==> src/rtl/seg_scan_ctrl_pkg.sv <==
// Shared constants and types for the 8-digit 7-segment scan controller.
// Glyphs are active-low, bit order {g,f,e,d,c,b,a}.
package seg_scan_ctrl_pkg;

    localparam logic [7:0] SEG_OFF    = 8'hFF;
    localparam logic [7:0] AN_OFF     = 8'hFF;
    localparam int         NUM_DIGITS = 8;

    typedef enum logic {ST_SHOW, ST_BLANK} scan_state_t;

    localparam logic [6:0] GLYPH_0 = 7'h40;
    localparam logic [6:0] GLYPH_1 = 7'h79;
    localparam logic [6:0] GLYPH_2 = 7'h24;
    localparam logic [6:0] GLYPH_3 = 7'h30;
    localparam logic [6:0] GLYPH_4 = 7'h19;
    localparam logic [6:0] GLYPH_5 = 7'h12;
    localparam logic [6:0] GLYPH_6 = 7'h02;
    localparam logic [6:0] GLYPH_7 = 7'h78;
    localparam logic [6:0] GLYPH_8 = 7'h00;
    localparam logic [6:0] GLYPH_9 = 7'h10;
    localparam logic [6:0] GLYPH_A = 7'h08;
    localparam logic [6:0] GLYPH_B = 7'h03;
    localparam logic [6:0] GLYPH_C = 7'h46;
    localparam logic [6:0] GLYPH_D = 7'h21;
    localparam logic [6:0] GLYPH_E = 7'h06;
    localparam logic [6:0] GLYPH_F = 7'h0E;

endpackage

==> src/rtl/seg_scan_ctrl_decode.sv <==
// Combinational hex nibble to active-low 7-segment glyph (b and d drawn lowercase).
module seg7_hex_decode
    import seg_scan_ctrl_pkg::*;
(
    input  logic [3:0] hex,
    output logic [6:0] glyph_n
);

    always_comb begin
        glyph_n = GLYPH_8;
        case (hex)
            4'h0: glyph_n = GLYPH_0;
            4'h1: glyph_n = GLYPH_1;
            4'h2: glyph_n = GLYPH_2;
            4'h3: glyph_n = GLYPH_3;
            4'h4: glyph_n = GLYPH_4;
            4'h5: glyph_n = GLYPH_5;
            4'h6: glyph_n = GLYPH_6;
            4'h7: glyph_n = GLYPH_7;
            4'h8: glyph_n = GLYPH_8;
            4'h9: glyph_n = GLYPH_9;
            4'hA: glyph_n = GLYPH_A;
            4'hB: glyph_n = GLYPH_B;
            4'hC: glyph_n = GLYPH_C;
            4'hD: glyph_n = GLYPH_D;
            4'hE: glyph_n = GLYPH_E;
            4'hF: glyph_n = GLYPH_F;
        endcase
    end

endmodule

==> src/rtl/seg_scan_ctrl.sv <==
// Time-multiplexed 8-digit common-anode display scanner with blanking guard,
// host-writable digit buffer and per-digit blink.
module seg_scan_ctrl
    import seg_scan_ctrl_pkg::*;
#(
    parameter int SCAN_DIV  = 50000,
    parameter int GUARD     = 16,
    parameter int BLINK_DIV = 64
) (
    input  logic       clk,
    input  logic       rst_n,
    input  logic       en,
    input  logic       wr_en,
    input  logic [2:0] wr_addr,
    input  logic [4:0] wr_data,
    input  logic [7:0] blink_mask,
    output logic [7:0] SEG,
    output logic [7:0] AN,
    output logic       frame_tick
);

    localparam int CNT_W = (SCAN_DIV > 1) ? $clog2(SCAN_DIV) : 1;
    localparam int FRM_W = (BLINK_DIV > 1) ? $clog2(BLINK_DIV) : 1;
    localparam logic [CNT_W-1:0] CNT_LAST   = CNT_W'(SCAN_DIV - 1);
    localparam logic [CNT_W-1:0] SHOW_LEN   = CNT_W'(SCAN_DIV - GUARD);
    localparam logic [CNT_W-1:0] GUARD_LAST = CNT_W'(GUARD - 1);
    localparam logic [FRM_W-1:0] FRM_LAST   = FRM_W'(BLINK_DIV - 1);

    logic [CNT_W-1:0] cnt_q, cnt_d;
    logic [2:0]       digit_q, digit_d;
    scan_state_t      state_q, state_d;
    logic             init_q, init_d;
    logic             wrap_q, wrap_d;
    logic             blink_phase_q, blink_phase_d;
    logic [FRM_W-1:0] frame_cnt_q, frame_cnt_d;
    logic [4:0]       dbuf_q [NUM_DIGITS];
    logic [4:0]       dbuf_d [NUM_DIGITS];
    logic [7:0]       an_q, an_d;
    logic [7:0]       seg_q, seg_d;
    logic             frame_tick_q, frame_tick_d;

    logic [4:0] cur;
    logic [6:0] glyph_n;
    logic       show;

    assign cur = dbuf_q[digit_q];

    seg7_hex_decode u_dec (
        .hex     (cur[3:0]),
        .glyph_n (glyph_n)
    );

    // Digit is dark during the guard, when disabled, or in the off half of its blink.
    assign show = (state_q == ST_SHOW) && en && !(blink_phase_q && blink_mask[digit_q]);

    always_comb begin
        cnt_d         = cnt_q;
        digit_d       = digit_q;
        state_d       = state_q;
        init_d        = init_q;
        wrap_d        = 1'b0;
        blink_phase_d = blink_phase_q;
        frame_cnt_d   = frame_cnt_q;
        dbuf_d        = dbuf_q;
        if (wr_en) begin
            dbuf_d[wr_addr] = wr_data;
        end

        if (init_q) begin
            // Post-reset guard: digit 0 is first shown once this blank has elapsed.
            if (cnt_q == GUARD_LAST) begin
                cnt_d   = '0;
                init_d  = 1'b0;
                state_d = ST_SHOW;
            end else begin
                cnt_d = cnt_q + 1'b1;
            end
        end else if (cnt_q == CNT_LAST) begin
            cnt_d   = '0;
            digit_d = digit_q + 3'd1;
            state_d = ST_SHOW;
            if (digit_q == 3'd7) begin
                wrap_d = 1'b1;
                if (frame_cnt_q == FRM_LAST) begin
                    frame_cnt_d   = '0;
                    blink_phase_d = ~blink_phase_q;
                end else begin
                    frame_cnt_d = frame_cnt_q + 1'b1;
                end
            end
        end else begin
            cnt_d   = cnt_q + 1'b1;
            state_d = (cnt_d >= SHOW_LEN) ? ST_BLANK : ST_SHOW;
        end

        an_d         = show ? ~(8'b1 << digit_q) : AN_OFF;
        seg_d        = show ? {~cur[4], glyph_n} : SEG_OFF;
        frame_tick_d = wrap_q;
    end

    always_ff @(posedge clk or negedge rst_n) begin
        if (!rst_n) begin
            cnt_q         <= '0;
            digit_q       <= '0;
            state_q       <= ST_BLANK;
            init_q        <= 1'b1;
            wrap_q        <= 1'b0;
            blink_phase_q <= 1'b0;
            frame_cnt_q   <= '0;
            for (int i = 0; i < NUM_DIGITS; i++) begin
                dbuf_q[i] <= '0;
            end
            an_q          <= AN_OFF;
            seg_q         <= SEG_OFF;
            frame_tick_q  <= 1'b0;
        end else begin
            cnt_q         <= cnt_d;
            digit_q       <= digit_d;
            state_q       <= state_d;
            init_q        <= init_d;
            wrap_q        <= wrap_d;
            blink_phase_q <= blink_phase_d;
            frame_cnt_q   <= frame_cnt_d;
            dbuf_q        <= dbuf_d;
            an_q          <= an_d;
            seg_q         <= seg_d;
            frame_tick_q  <= frame_tick_d;
        end
    end

    assign AN         = an_q;
    assign SEG        = seg_q;
    assign frame_tick = frame_tick_q;

endmodule

==> config.mk <==
export PLATFORM = sky130hd
export DESIGN_NAME = seg_scan_ctrl
export DESIGN_NICKNAME = d
export VERILOG_FILES = /design/src/rtl/seg_scan_ctrl_pkg.sv /design/src/rtl/seg_scan_ctrl_decode.sv /design/src/rtl/seg_scan_ctrl.sv
export SDC_FILE = /design/constraint.sdc
export NUM_CORES = 1
export LEC_CHECK = 0
export CORE_UTILIZATION = 40
export CTS_BUF_LIST = sky130_fd_sc_hd__clkbuf_2
export DETAILED_ROUTE_END_ITERATION = 10
export HOLD_SLACK_MARGIN = 0.1
export PLACE_DENSITY_LB_ADDON = 0.2
export SLEW_MARGIN = 20
export SYNTH_ARGS = -nofsm -noshare
export SYNTH_HDL_FRONTEND = slang
export SYNTH_HIERARCHICAL = 1
export SYNTH_SLANG_ARGS = --single-unit
==> constraint.sdc <==
create_clock -name clk -period 2.7 [get_ports clk]
set_input_delay 0.54 -clock clk [delete_from_list [all_inputs] [get_ports clk]]
set_output_delay 0.54 -clock clk [all_outputs]
set_load 0.02 [all_outputs]
==> impl_metrics.yaml, run 1 <==
outcome:
  outcome: "complete, no violations"
cts:
  clk_sinks: 86
  cts_htree_levels: 3
  postCtsSetupBuffers: 0
  clock_tree_from_tritoncts: "yes"
  clock-root-buffer: "sky130_fd_sc_hd__clkbuf_2"
  clkSlewWorstSetupHoldPaths_ns: 0.24
  cts-buffers-inserted: 9
  worst_skew_pair.late_latency_ns: 0.54
  cts.path.max_buffers: 2
placed_design:
  dp.cells: 528
  detailed_place_hpwl_um: 6040
  place.gp.congestion: 0.809
  port-buffer-count: 36
  pre_cts_slack_ns: 0.276
sta:
  final_period_minus_worst_setup_slack_ns: 2.45
  fin_setup_tns_ns: 0
  report.final.hold_viol_count: 0
  clock.fmax_mhz: 408
  finalSetupViolations: 0
  slew_violations: 0
  tightest_slew_ns: 0.592
  rsz_0062_raised_after_global_routing: "false"
  min_period_over_period_pct: 90.7
  slew-limit-headroom_pct: 60.5
  clock-skew-final_ns: 0.0326
  post-route-worst-setup-slack_ns: 0.251
layout:
  sequential_cell_area_um2: 2170
  multi_input_comb_area_um2: 2080
  syn_to_final_growth_pct: 15.3
  final-instance-count-excl-fill: 546
  design.final.nets: 440
  final_layout_size_suffix_gt1_share_pct: 28.4
  final.fill_count: 980
setup_path:
  cp.arrival_ns: 2.94
  cp.required_ns: 3.19
  most_frequent_cell_on_critical_path: "sky130_fd_sc_hd__nand2_1"
  start_kind: "register"
  worstPathCellList: "mux4_2 -> nand2_1 -> nand2_1 -> inv_1 -> ha_1 -> and2b_2 -> or3b_1 -> o21ai_0 -> nand2b_1"
  r2r-end: "SEG[0]$_DFF_PN1_"
  timing.critical_path.slowest_stage_cell: "sky130_fd_sc_hd__mux4_2"
  cp_top_family: "simple AND/OR/NAND/NOR gates"
  endpoint_kind: "register"
  crit_path_end: "SEG[0]$_DFF_PN1_"
  cp_slowest_stage_delay_ns: 0.54
  worstSetupStartpoint: "digit_q[0]$_DFFE_PN0P_"
  worst-r2r-setup-slack_ns: 0.25
  reg2reg_from: "digit_q[0]$_DFFE_PN0P_"
  logic_depth_of_the_worst_path_buffers_included: 9
  timing.setup.critical_path_class: "reg2reg"
  worst_reg_to_reg_path_cell_count: 9
  critical_path.n_buffers_inverters: 1
  crit_path_max_fanout: 5
synth:
  synth_top_area_share_pct: 38.9
  post_synth_num_cell_types: 54
  netlist_area_um2: 4380
  number_of_synthesis_warnings: 6
  ys_top_cells_by_area: "sky130_fd_sc_hd__dfrtp_1 39%, sky130_fd_sc_hd__mux2_2 12%, sky130_fd_sc_hd__dfstp_2 11%"
  synth_ff_type: "sky130_fd_sc_hd__dfrtp_1"
  synth-edff-count: 0
  synthCells: 358
  postSynthAreaPerCell_um2: 12.2
  postSynth.asyncResetShare_pct: 100
  synthMostInstantiatedCell: "sky130_fd_sc_hd__dfrtp_1"
  synth-seq-area-share_pct: 49.7
  syn_nets: 394
  ffs_latches_synth: 86
  synth.cells.most_frequent: "68 x sky130_fd_sc_hd__dfrtp_1, 45 x sky130_fd_sc_hd__mux2_2, 40 x sky130_fd_sc_hd__nand2_1, 23 x sky130_fd_sc_hd__nor2_1, 18 x sky130_fd_sc_hd__dfstp_2"
  yosysTopAreaCell: "sky130_fd_sc_hd__dfrtp_1"
global_route:
  global_route.usage.total_pct: 16.4
  grt_max_degree: 47
  grt_first_pass_wirelength_um: 14300
  initial_antenna_violation_count: 1
  first_global_vias: 2826
  grt-ovfl-total: 0
drt:
  top_layer: "met4"
  detail_route.drc_violations: 0
  total_vias_in_the_final_route: 2832
  drt_iter0_markers: 152
  met2WireLength_um: 3860
  met3RoutedLength_um: 232
  post_drt_via_cell_ratio: 5.19
  route.antenna.remaining_nets: 0
  drt-total-wl_um: 8320
  routed_wire_length_per_instance_um: 15.2
  length_of_routed_wiring_on_met1_um: 4050
  drt-pass1-iter-count: 4
floorplanning:
  initial_util_pct: 41.8
  dieHeight_um: 107
  die-width_um: 107
  ios: 37
  core_um2: 10500
  number_of_core_rows: 37
  fp.dieArea_um2: 11400
flow_run:
  max_cap_viol_count: 0
pwr:
  power.density_cell_area_nw_per_um2: 542
  power.ir.vdd_worst_mv: 0.234
  power.static_leakage_nw: 2.15
  total_power_mw: 2.74
hold_path:
  timing.hold.worst.class: "reg2reg"
[flip-flops by register name, indices dropped and copies added, names as in the netlist]
| signal | count |
|---|---|
| SEG | 8 |
| AN | 8 |
| dbuf_q | 40 |
| frame_tick_d | 1 |
| frame_tick | 1 |
| blink_phase_q | 1 |
| frame_cnt_q | 6 |
| state_q | 1 |
| cnt_q | 16 |
| digit_q | 3 |
| init_q | 1 |
[cell usage in the layout, fill, tap and decap left out, types with 7 or more instances in the layout]
| cell type | count |
|---|---|
| sky130_fd_sc_hd__buf_4 | 13 |
| sky130_fd_sc_hd__clkbuf_2 | 10 |
| sky130_fd_sc_hd__clkdlybuf4s50_1 | 35 |
| sky130_fd_sc_hd__dfrtp_1 | 68 |
| sky130_fd_sc_hd__dfstp_2 | 18 |
| sky130_fd_sc_hd__ha_1 | 16 |
| sky130_fd_sc_hd__inv_1 | 7 |
| sky130_fd_sc_hd__mux2_2 | 45 |
| sky130_fd_sc_hd__mux4_2 | 12 |
| sky130_fd_sc_hd__nand2_1 | 40 |
| sky130_fd_sc_hd__nand2b_1 | 9 |
| sky130_fd_sc_hd__nand3_1 | 9 |
| sky130_fd_sc_hd__nand4_1 | 8 |
| sky130_fd_sc_hd__nor2_1 | 23 |
| sky130_fd_sc_hd__nor3_1 | 7 |
| sky130_fd_sc_hd__xnor2_1 | 8 |
| sky130_fd_sc_hd__xor2_1 | 12 |
[worst min-delay path by stage]
stage	startpoint	end	slack, ns	cells after the start
final	frame_tick_d$_DFF_PN0_	frame_tick$_DFF_PN0_	0.40	0
after global routing	frame_tick_d$_DFF_PN0_	frame_tick$_DFF_PN0_	0.41	0
after CTS	frame_tick_d$_DFF_PN0_	frame_tick$_DFF_PN0_	0.40	0
after detailed placement	frame_tick_d$_DFF_PN0_	frame_tick$_DFF_PN0_	0.35	0
after global placement	frame_tick_d$_DFF_PN0_	frame_tick$_DFF_PN0_	0.34	0
after floorplan	rst_n	blink_phase_q$_DFFE_PN0P_	0.24	0
[repair_timing]
action,CTS,global route
endpoints found under the hold margin,27,0
resized for setup,0,0
endpoints found under the setup margin,0,0
hold buffers,1,0
[power by group]
| group | switching, mW | total, mW | internal, mW |
|---|---|---|---|
| sequential | 0.0704 | 1.53 | 1.46 |
| combinational | 0.231 | 0.546 | 0.315 |
| clock | 0.440 | 0.656 | 0.216 |
| total | 0.741 | 2.74 | 1.99 |
[cell type report]
type | instances | share of cell area [%]
Inverter | 8 | 0.595
Multi-Input combinational cell | 249 | 41.2
Sequential cell | 86 | 43.1
Clock inverter | 6 | 1.21
Clock buffer | 10 | 0.992
Timing Repair Buffer | 50 | 9.47
Antenna cell | 1 | 0.0496
Tap cell | 136 | 3.37
[kinds of logic after synthesis]
logic type	after synthesis	share of synthesized area, %
adders and majority gates	16	4.57
AOI/OAI and AO/OA	24	3.86
xor gates and xnor gates	20	4.00
buffers and inverters	23	2.83
and+or+nand+nor	125	15.3
muxes	64	19.7
DFF	86	49.7
[through the flow]
stage / utilization [%] / hold slack [ns] / cell area, um2
final: 48.2 / 0.395 / 5050
after global routing: 48.2 / 0.410 / 5050
after CTS: 48.2 / 0.399 / 5040
after detailed placement: 47.0 / 0.349 / 4920
after global placement: 47.0 / 0.336 / 4920
after floorplan: - / 0.244 / 4380
[routing by layer]
metal,vias to the layer above,global-route usage [%]
li1,1364,-
met1,1407,22.5
met2,47,25.0
met3,14,2.86
met4,0,8.02
met5,-,0
[worst register-to-register path: cells and delay by family (launching register included)]
family	cells	cell delay, ns
buf+inv	1	0.17
simple gates	5	0.91
flops	1	0.53
mux	1	0.55
fa+ha+maj	1	0.20
compound gates	1	0.06
No activity file was read; power rests on OpenSTA's default activity.
==> inputs of run 2 (changes only) <==
PLACE_DENSITY_LB_ADDON = 0.15   (was 0.2)
==> run 2 against run 1 <==
Effect of this change: clock-buffer cell count is 4 higher; register-to-register slack better by 0.02 ns; via count hardly changed; clock power is 15% lower; global-route usage is 0.18 points lower; sequential power hardly changed; non-clock buffer count is 3 higher; utilization is 0.084 points lower; sequential share of layout area is 0.075 points higher; design area is 0.17% lower; sequential cell count stayed put; highest routed layer unchanged.
==> impl_metrics.yaml, run 2 (synthesis results as in run 1) <==
drt:
  drt_iter0_markers: 127
  drt-total-wl_um: 8340
  routed_wire_length_per_instance_um: 15.2
  route.antenna.remaining_nets: 0
  detail_route.drc_violations: 0
  drt-pass1-iter-count: 7
  total_vias_in_the_final_route: 2831
  post_drt_via_cell_ratio: 5.17
floorplanning:
  fp.dieArea_um2: 11400
  die-width_um: 107
  dieHeight_um: 107
  ios: 37
  core_um2: 10500
  number_of_core_rows: 37
  initial_util_pct: 41.8
sta:
  slew-limit-headroom_pct: 63.5
  min_period_over_period_pct: 89.8
  final_period_minus_worst_setup_slack_ns: 2.42
  tightest_slew_ns: 0.547
  clock.fmax_mhz: 413
  finalSetupViolations: 0
  slew_violations: 0
  fin_setup_tns_ns: 0
  rsz_0062_raised_after_global_routing: "false"
  report.final.hold_viol_count: 0
  clock-skew-final_ns: 0.0420
layout:
  final_core_util_pct: 48.1
  final.fill_count: 959
  sequential_cell_area_um2: 2170
  reg.largest.list: "dbuf_q: 40 flops, cnt_q: 16 flops"
  design_area_um2: 5040
  design.final.nets: 443
  commonest_cells_after_routing_fill_and_taps_aside: "68 x sky130_fd_sc_hd__dfrtp_1, 45 x sky130_fd_sc_hd__mux2_2, 40 x sky130_fd_sc_hd__nand2_1, 35 x sky130_fd_sc_hd__clkdlybuf4s50_1, 23 x sky130_fd_sc_hd__nor2_1"
  final_common_cell: "sky130_fd_sc_hd__dfrtp_1"
  largest-register: "dbuf_q"
  syn_to_final_growth_pct: 15.1
  multi_input_comb_area_um2: 2080
  final_layout_size_suffix_gt1_share_pct: 28.9
  largest_reg_flops: 40
  insertedDiodeCount: 0
global_route:
  initial_antenna_violation_count: 0
  grt-ovfl-total: 0
  first_global_vias: 2736
  global_route.usage.total_pct: 16.2
  grt_max_degree: 44
  grt_first_pass_wirelength_um: 14100
outcome:
  outcome: "complete, no violations"
placed_design:
  port-buffer-count: 36
  placedInstanceArea_um2: 4940
  place.gp.congestion: 0.796
  detailed_place_hpwl_um: 6100
setup_path:
  endpoint_kind: "register"
  cp.arrival_ns: 2.91
  worstPathCellList: "buf_12 -> mux4_2 -> nand2_1 -> nand2_1 -> inv_1 -> ha_1 -> and2b_2 -> or3b_1 -> o21ai_0 -> nand2b_1"
  critical_path.n_buffers_inverters: 2
  cp_slowest_stage_delay_ns: 0.50
  crit_path_max_fanout: 13
  cp.required_ns: 3.18
  timing.setup.critical_path_class: "reg2reg"
  cp_top_family: "simple AND/OR/NAND/NOR gates"
  timing.critical_path.slowest_stage_cell: "sky130_fd_sc_hd__mux4_2"
  start_kind: "register"
  most_frequent_cell_on_critical_path: "sky130_fd_sc_hd__nand2_1"
cts:
  clkSlewWorstSetupHoldPaths_ns: 0.24
  worst_skew_pair.late_latency_ns: 0.53
  clk_sinks: 86
  post_cts_resized: 0
  clock-root-buffer: "sky130_fd_sc_hd__clkbuf_2"
  cts-buffers-inserted: 9
  cts.path.max_buffers: 2
  cts_htree_levels: 3
  clock_tree_from_tritoncts: "yes"
pwr:
  power.density_cell_area_nw_per_um2: 524
  p_seq_share_pct: 57.8
  comb_power_share_pct: 21.1
  internal_power_mw: 1.92
  power.ir.vdd_worst_mv: 0.235
  sw_share_pct: 27.3
  power.static_leakage_nw: 2.15
  power.clock.fraction_pct: 21.1
  total_switching_power_mw: 0.720
hold_path:
  timing.hold.worst.class: "reg2reg"
flow_run:
  max_cap_viol_count: 0
run 2: cell types whose count changed in the layout (fill, tap and decap cells not counted):
cell / previous run / this run
sky130_fd_sc_hd__diode_2: 1 / 0
sky130_fd_sc_hd__clkbuf_2: 10 / 14
sky130_fd_sc_hd__clkinv_2: 3 / 1
sky130_fd_sc_hd__inv_6: 1 / 0
sky130_fd_sc_hd__bufinv_16: 1 / 0
sky130_fd_sc_hd__buf_4: 13 / 16
run 2: power by group through the flow:
stage / registers (mW) / logic [mW] / clock network [mW]
finish: 1.53 / 0.558 / 0.556
global placement: 1.55 / 0.554 / 0
global route: 1.55 / 0.613 / 0.634
detailed placement: 1.55 / 0.564 / 0
floorplan: 1.57 / 0.344 / 0
CTS: 1.53 / 0.567 / 0.584
run 2: worst reg2reg max path, cell delays in order (launching register included):
cell                       delay (ns)
sky130_fd_sc_hd__dfrtp_1         0.44
sky130_fd_sc_hd__buf_12          0.18
sky130_fd_sc_hd__mux4_2          0.51
sky130_fd_sc_hd__nand2_1         0.08
sky130_fd_sc_hd__nand2_1         0.07
sky130_fd_sc_hd__inv_1           0.15
sky130_fd_sc_hd__ha_1            0.21
sky130_fd_sc_hd__and2b_2         0.22
sky130_fd_sc_hd__or3b_1          0.36
sky130_fd_sc_hd__o21ai_0         0.06
sky130_fd_sc_hd__nand2b_1        0.12
run 2: cell type report:
type / count / area share, %
clock buffers: 14 / 1.39
clock inverters: 2 / 0.248
inverters: 8 / 0.596
multi-input cells: 249 / 41.3
flip-flops and latches: 86 / 43.2
well taps: 136 / 3.38
repair buffers: 53 / 9.94
run 2: stage by stage:
stage / cells / setup slack (ns) / total power [mW] / hold WS (ns)
final: 548 / 0.276 / 2.64 / 0.380
after global placement: 531 / 0.248 / 2.10 / 0.335
after floorplan: 358 / 0.0824 / 1.91 / 0.244
after detailed placement: 531 / 0.255 / 2.12 / 0.336
after CTS: 548 / 0.255 / 2.68 / 0.385
after global routing: 548 / 0.0281 / 2.80 / 0.398
run 2: path summary, 6_finish.rpt:
path | start | to | slack [ns] | cells after the start
setup reg to reg | digit_q[0]$_DFFE_PN0P_ | SEG[0]$_DFF_PN1_ | 0.28 | 10
min in group asynchronous | rst_n | frame_cnt_q[2]$_DFFE_PN0P_ | 0.48 | 2
hold / removal | frame_tick_d$_DFF_PN0_ | frame_tick$_DFF_PN0_ | 0.38 | 0
max in group asynchronous | rst_n | AN[5]$_DFF_PN1_ | 1.50 | 3
setup / recovery | digit_q[0]$_DFFE_PN0P_ | SEG[0]$_DFF_PN1_ | 0.28 | 10
hold reg to reg | frame_tick_d$_DFF_PN0_ | frame_tick$_DFF_PN0_ | 0.38 | 0
run 2: timing repair:
| action | 4_1_cts | 5_1_grt |
|---|---|---|
| hold endpoints to repair | 38 | 0 |
| setup buffers | 0 | 0 |
| hold buffers | 1 | 0 |
run 2: routing by layer:
metal	part of all wire (%)	GRT usage, %	vias to the layer above	wire, um
met5	0	0	-	0
met4	1.3	6.46	0	111
met3	3.2	3.10	9	270
met2	45	23.8	51	3770
met1	50	23.4	1398	4190
li1	-	-	1373	-
